## src/rtl/fetch_sequencer.sv

```systemverilog
// -----------------------------------------------------------------------------
// fetch_sequencer
//
// Control-side partner of the 16-bit program counter. Fetches the instruction
// at pc from instruction memory (req/ack). Jumps are resolved locally by
// pulsing the PC controls. All other instructions are handed to execute
// (valid/ready) and are followed by a PC increment.
//
// Per instruction: FETCH -> DECODE -> [ISSUE] -> STEP -> FETCH.
// HALT is terminal until reset.
//
// Opcode = ir[15:12], imm = {4'b0, ir[11:0]}:
//   F HALT, E JMPF (pc+imm), D JMPB (pc-imm), C BZF (z ? pc+imm : pc+1),
//   anything else is an ordinary instruction.
//
// Build option:
//   FETCH_TIMEOUT_EN  When defined, FETCH gives up after TIMEOUT request
//                     cycles without mem_ack. It then raises fetch_err
//                     (sticky) and halts. When undefined, FETCH waits
//                     forever and fetch_err is tied 0.
//
// Parameters:
//   TIMEOUT   fetch wait limit in cycles (1..255); only used with
//             FETCH_TIMEOUT_EN
//
// Ports:
//   clk, reset    clock; synchronous active-high reset
//   pc            current PC value (the PC register lives outside this block)
//   mem_addr      instruction address, combinationally equal to pc
//   mem_req       fetch request, held until mem_ack
//   mem_ack       memory response; mem_data is valid in the same cycle
//   mem_data      instruction word
//   z_flag        zero flag from execute, sampled in DECODE for BZF
//   ir            latched instruction word
//   ir_valid      ir offered to execute
//   ir_ready      execute accepts ir
//   inc/add/sub   one-hot, single-cycle PC controls
//   offset        PC offset operand; 0 unless add/sub is pulsing
//   halted        HALT reached (sticky until reset)
//   fetch_err     fetch timeout (sticky until reset)
// -----------------------------------------------------------------------------
module fetch_sequencer #(
   parameter int TIMEOUT = 15
) (
   input  logic        clk,
   input  logic        reset,
   input  logic [15:0] pc,
   output logic [15:0] mem_addr,
   output logic        mem_req,
   input  logic        mem_ack,
   input  logic [15:0] mem_data,
   input  logic        z_flag,
   output logic [15:0] ir,
   output logic        ir_valid,
   input  logic        ir_ready,
   output logic        inc,
   output logic        add,
   output logic        sub,
   output logic [15:0] offset,
   output logic        halted,
   output logic        fetch_err
);

   typedef enum logic [2:0] {
      S_FETCH,
      S_DECODE,
      S_ISSUE,
      S_STEP,
      S_HALT
   } state_t;

   // One PC update: which control to pulse and its operand.
   typedef struct packed {
      logic        inc;
      logic        add;
      logic        sub;
      logic [15:0] offset;
   } pc_step_t;

   localparam logic [3:0] OP_BZF  = 4'hC;
   localparam logic [3:0] OP_JMPB = 4'hD;
   localparam logic [3:0] OP_JMPF = 4'hE;
   localparam logic [3:0] OP_HALT = 4'hF;

   state_t     state;
   logic [3:0] opcode;
   logic [15:0] imm;
   logic       is_halt;
   logic       is_jump;
   pc_step_t   jump_step;

   assign mem_addr = pc;
   assign opcode   = ir[15:12];
   assign imm      = {4'h0, ir[11:0]};

   // Decode of the latched word.
   // Only meaningful in DECODE, which is the cycle z_flag is sampled.
   // A BZF that is not taken is still handled as a jump: it goes straight
   // to STEP with an inc and is never offered to execute.
   always_comb begin
      jump_step = '0;
      is_halt   = 1'b0;
      is_jump   = 1'b0;
      case (opcode)
         OP_HALT: is_halt = 1'b1;
         OP_JMPF: begin
            is_jump          = 1'b1;
            jump_step.add    = 1'b1;
            jump_step.offset = imm;
         end
         OP_JMPB: begin
            is_jump          = 1'b1;
            jump_step.sub    = 1'b1;
            jump_step.offset = imm;
         end
         OP_BZF: begin
            is_jump = 1'b1;
            if (z_flag) begin
               jump_step.add    = 1'b1;
               jump_step.offset = imm;
            end else begin
               jump_step.inc    = 1'b1;
            end
         end
         default: ;
      endcase
   end

`ifdef FETCH_TIMEOUT_EN
   // Counts request cycles without an ack. Cleared whenever FETCH is entered.
   logic [7:0] wait_cnt;
   logic       timeout_hit;

   assign timeout_hit = (wait_cnt == 8'(TIMEOUT - 1));
`else
   logic unused_timeout;

   assign unused_timeout = ^TIMEOUT;
   assign fetch_err      = 1'b0;
`endif

   always_ff @(posedge clk) begin
      if (reset) begin
         state    <= S_FETCH;
         mem_req  <= 1'b0;
         ir       <= '0;
         ir_valid <= 1'b0;
         inc      <= 1'b0;
         add      <= 1'b0;
         sub      <= 1'b0;
         offset   <= '0;
         halted   <= 1'b0;
`ifdef FETCH_TIMEOUT_EN
         fetch_err <= 1'b0;
         wait_cnt  <= '0;
`endif
      end else begin
         // PC controls are single-cycle pulses. They return to 0 unless
         // re-armed below.
         inc    <= 1'b0;
         add    <= 1'b0;
         sub    <= 1'b0;
         offset <= '0;

         case (state)
            S_FETCH: begin
               if (!mem_req) begin
                  // Only reachable in the first cycle after reset, because
                  // reset clears mem_req. Start requesting now; an ack that
                  // arrives without a request is ignored.
                  mem_req <= 1'b1;
               end else if (mem_ack) begin
                  ir      <= mem_data;
                  mem_req <= 1'b0;
                  state   <= S_DECODE;
`ifdef FETCH_TIMEOUT_EN
                  wait_cnt <= '0;
`endif
               end
`ifdef FETCH_TIMEOUT_EN
               else if (timeout_hit) begin
                  mem_req   <= 1'b0;
                  fetch_err <= 1'b1;
                  halted    <= 1'b1;
                  state     <= S_HALT;
               end else begin
                  wait_cnt <= wait_cnt + 8'd1;
               end
`endif
            end

            S_DECODE: begin
               if (is_halt) begin
                  halted <= 1'b1;
                  state  <= S_HALT;
               end else if (is_jump) begin
                  inc    <= jump_step.inc;
                  add    <= jump_step.add;
                  sub    <= jump_step.sub;
                  offset <= jump_step.offset;
                  state  <= S_STEP;
               end else begin
                  ir_valid <= 1'b1;
                  state    <= S_ISSUE;
               end
            end

            S_ISSUE: begin
               // ir is not written outside FETCH, so it stays stable
               // while offered.
               if (ir_ready) begin
                  ir_valid <= 1'b0;
                  inc      <= 1'b1;
                  state    <= S_STEP;
               end
            end

            S_STEP: begin
               // The pulse is visible during this cycle. The PC takes it at
               // the end of the cycle, so the next fetch addresses the new pc.
               mem_req <= 1'b1;
               state   <= S_FETCH;
`ifdef FETCH_TIMEOUT_EN
               wait_cnt <= '0;
`endif
            end

            S_HALT: ;

            default: state <= S_FETCH;
         endcase
      end
   end

endmodule

```

## config.mk

```make
export PLATFORM = sky130hd
export DESIGN_NAME = fetch_sequencer
export DESIGN_NICKNAME = d
export VERILOG_FILES = /design/src/rtl/fetch_sequencer.sv
export SDC_FILE = /design/constraint.sdc
export NUM_CORES = 1
export LEC_CHECK = 0
export ABC_CLOCK_PERIOD_IN_PS = 1600
export CAP_MARGIN = 30
export CORE_ASPECT_RATIO = 0.6
export CORE_MARGIN = 3
export CORE_UTILIZATION = 38
export DETAILED_ROUTE_END_ITERATION = 8
export GPL_TIMING_DRIVEN = 0
export PLACE_DENSITY = 0.79
export SYNTH_ARGS = -nofsm -noshare
export SYNTH_HDL_FRONTEND = slang
export SYNTH_SLANG_ARGS = --single-unit
```

## constraint.sdc

```tcl
create_clock -name clk -period 1.6 [get_ports clk]
set_input_delay 0.32 -clock clk [delete_from_list [all_inputs] [get_ports clk]]
set_output_delay 0.32 -clock clk [all_outputs]
set_load 0.02 [all_outputs]
```

==> flow_summary.json <==
{
  "status": "finished, final reports clean",
  "portBuffers": 70,
  "grt_overflow_total": 0,
  "maxCapViolations": 0,
  "tightest_slew_ps": 500.6,
  "start_util_pct": 42.42,
  "cp_top_family": "buffers and inverters",
  "rsz0062_at_grt": "no",
  "fin_nets": 299,
  "finalCoreUtilization_pct": 64.64,
  "numCtsBuffers": 5,
  "grtUsageTotal_pct": 16.47,
  "slowest_delay_ps": 620,
  "end_kind": "output pin",
  "ios": 92,
  "dp_cells": 312,
  "rows": 17,
  "core_area_um2": 3935,
  "crit_path_top_delay_cell": "clkdlybuf4s50_1",
  "busiest_layer": "met2",
  "period_needed_ps": 1550,
  "critPathBufInv": 1,
  "cts_buffer_depth": 2,
  "finalSetupViolations": 0,
  "finalCritPeriodShare_pct": 96.87,
  "hold_path_class": "reg -> reg",
  "hold_viol": 0,
  "arrival_ps": 1230,
  "totalWireLength_um": 4391,
  "ys_seq_area_share_pct": 44.38,
  "fmax_ghz": 0.6452,
  "cp_data_required_time_ps": 1280,
  "netlist_top_cells_area": "dfxtp_1 44%, buf_4 9.9%, a21oi_1 6.0%",
  "gp_congestion": 0.8309,
  "drive_above_1_share_pct": 19.39,
  "ys_warn_count": 0,
  "grt_max_degree": 12,
  "synth.avg_cell_area_um2": 9.222,
  "clk_latency_ps": 280,
  "instances_no_fill": 320,
  "first_iter_violations": 59,
  "cts_hold_buf": 0,
  "nFillCells": 348,
  "finalMaxSlewViolations": 0,
  "ys_seq_elements": 37,
  "ir_worst_vdd_mv": 0.5199,
  "yosysUniqueCellTypes": 35,
  "die_h_um": 57.34,
  "place_hpwl_um": 3335,
  "cts.reportedPaths.clkPinSlew_ps": 70,
  "start_kind": "flip-flop",
  "route.detailed.drc": 0,
  "cts_max_level": 2,
  "crit_fanout": 2,
  "grt_util_met2_pct": 24.30,
  "post-cts-setup-buffer-count": 0,
  "diodes": 0,
  "worstPathCellList": "clkdlybuf4s50_1",
  "synth_area_um2": 1669,
  "root_buffer": "clkbuf_8",
  "synth_top_area_share_pct": 44.38,
  "synth.most_common_cell": "dfxtp_1",
  "ys_async_sr_fraction_pct": 0,
  "firstDrtPassIters": 4,
  "grtUsageMet3_pct": 8.564,
  "die_w_um": 91.56,
  "synth_edf_count": 0,
  "finClkSkew_ps": 4.958,
  "area_growth_pct": 52.40,
  "power_density_nw_per_um2": 1038,
  "tns_ps": 0,
  "grt_pass1_wl_um": 6948,
  "gr-usage-met1_pct": 21.36,
  "cts_sinks": 37,
  "tritoncts": "built",
  "detail_route.wl_per_cell_um": 13.72,
  "grt_pass1_vias": 1482,
  "ys_top_cells_by_count": "37 x dfxtp_1, 22 x buf_4, 20 x a21oi_1",
  "die_area_um2": 5250,
  "synthFlopType": "dfxtp_1",
  "antenna_found_initial": 0,
  "synthCells": 181,
  "yosysTopAreaCell": "dfxtp_1",
  "viasPerCell": 4.684,
  "vias": 1499,
  "antenna_left": 0,
  "relSlewSlack_pct": 66.63,
  "worst-setup-path-type": "reg -> out",
  "p_leak_nw": 1.081
}
layer usage:
metal / share of wire, % / vias up
met4: 0.23 / 0
met3: 12 / 2
li1: - / 752
met2: 42 / 76
met1: 46 / 669
met5: 0 / -
repair_timing:
| item | in CTS | in global routing |
|---|---|---|
| gates resized for setup | 10 | 7 |
| endpoints found under the hold margin | 0 | 0 |
| setup endpoints to repair | 10 | 7 |
final cells by class:
class	instances	area (µm²)	area share, %
Sequential cell	37	740.7	29.12
Tap cell	57	71.32	2.804
Multi-Input combinational cell	99	624.3	24.55
Clock buffer	6	72.57	2.853
Inverter	16	60.06	2.361
Clock inverter	2	10.01	0.3935
Buffer	33	259.0	10.18
Timing Repair Buffer	70	705.7	27.74
sequential cells by signal, indices dropped and copies added (netlist names):
name	flops
add	1
halted	1
inc	1
ir	16
ir_valid	1
mem_req	1
offset	12
state	3
sub	1
through the flow:
| step | power, mW | hold WS (ps) | area, µm² | worst slack (ps) |
|---|---|---|---|---|
| after detailed placement | 2.066 | 445.8 | 2456 | -186.2 |
| after global routing | 2.779 | 475.7 | 2544 | 10.17 |
| after floorplan | 1.720 | 392.9 | 1684 | 308.4 |
| after CTS | 2.659 | 463.3 | 2526 | 10.77 |
| after global placement | 2.045 | 444.4 | 2456 | -149.3 |
| final | 2.641 | 457.9 | 2544 | 50.08 |
where the power goes:
part           switching [mW]  leakage (nW)  internal (mW)
Combinational           0.509         0.736          0.428
Clock                   0.319        0.0450          0.302
Sequential             0.0779         0.300           1.01
Total                   0.906          1.08           1.74
final timing paths:
path                  from  endpoint  slack (ps)  cells after the start
setup / recovery    halted    halted          50                      1
hold / removal      halted    halted         460                      2
setup reg to reg  state[2]     ir[0]         170                      5
hold reg to reg     halted    halted         460                      2
cells by family after synthesis:
group	count (synthesis)	synth area share, %
other	1	0.2247
and+or+nand+nor	49	21.52
AOI/OAI and AO/OA	44	14.24
buffers and inverters	49	19.11
DFF	37	44.38
xor gates and xnor gates	1	0.5248
cell usage in the layout (no fill, tap or decap), types with 2 or more instances in the layout:
master            n
clkbuf_1          5
buf_4            22
conb_1            5
inv_1            15
buf_6             3
clkinv_2          2
nor4bb_1          2
nand3_1          17
and2_1            2
nor3_2           10
nor2_1            3
dfxtp_1          37
nand2_1           2
dlymetal6s2s_1    7
o21ai_1          17
clkdlybuf4s50_1  53
dlygate4sd2_1    10
buf_2             2
a21oi_1          20
clkbuf_8          5
nor3_1            5
No activity file was read; power rests on OpenSTA's default activity.
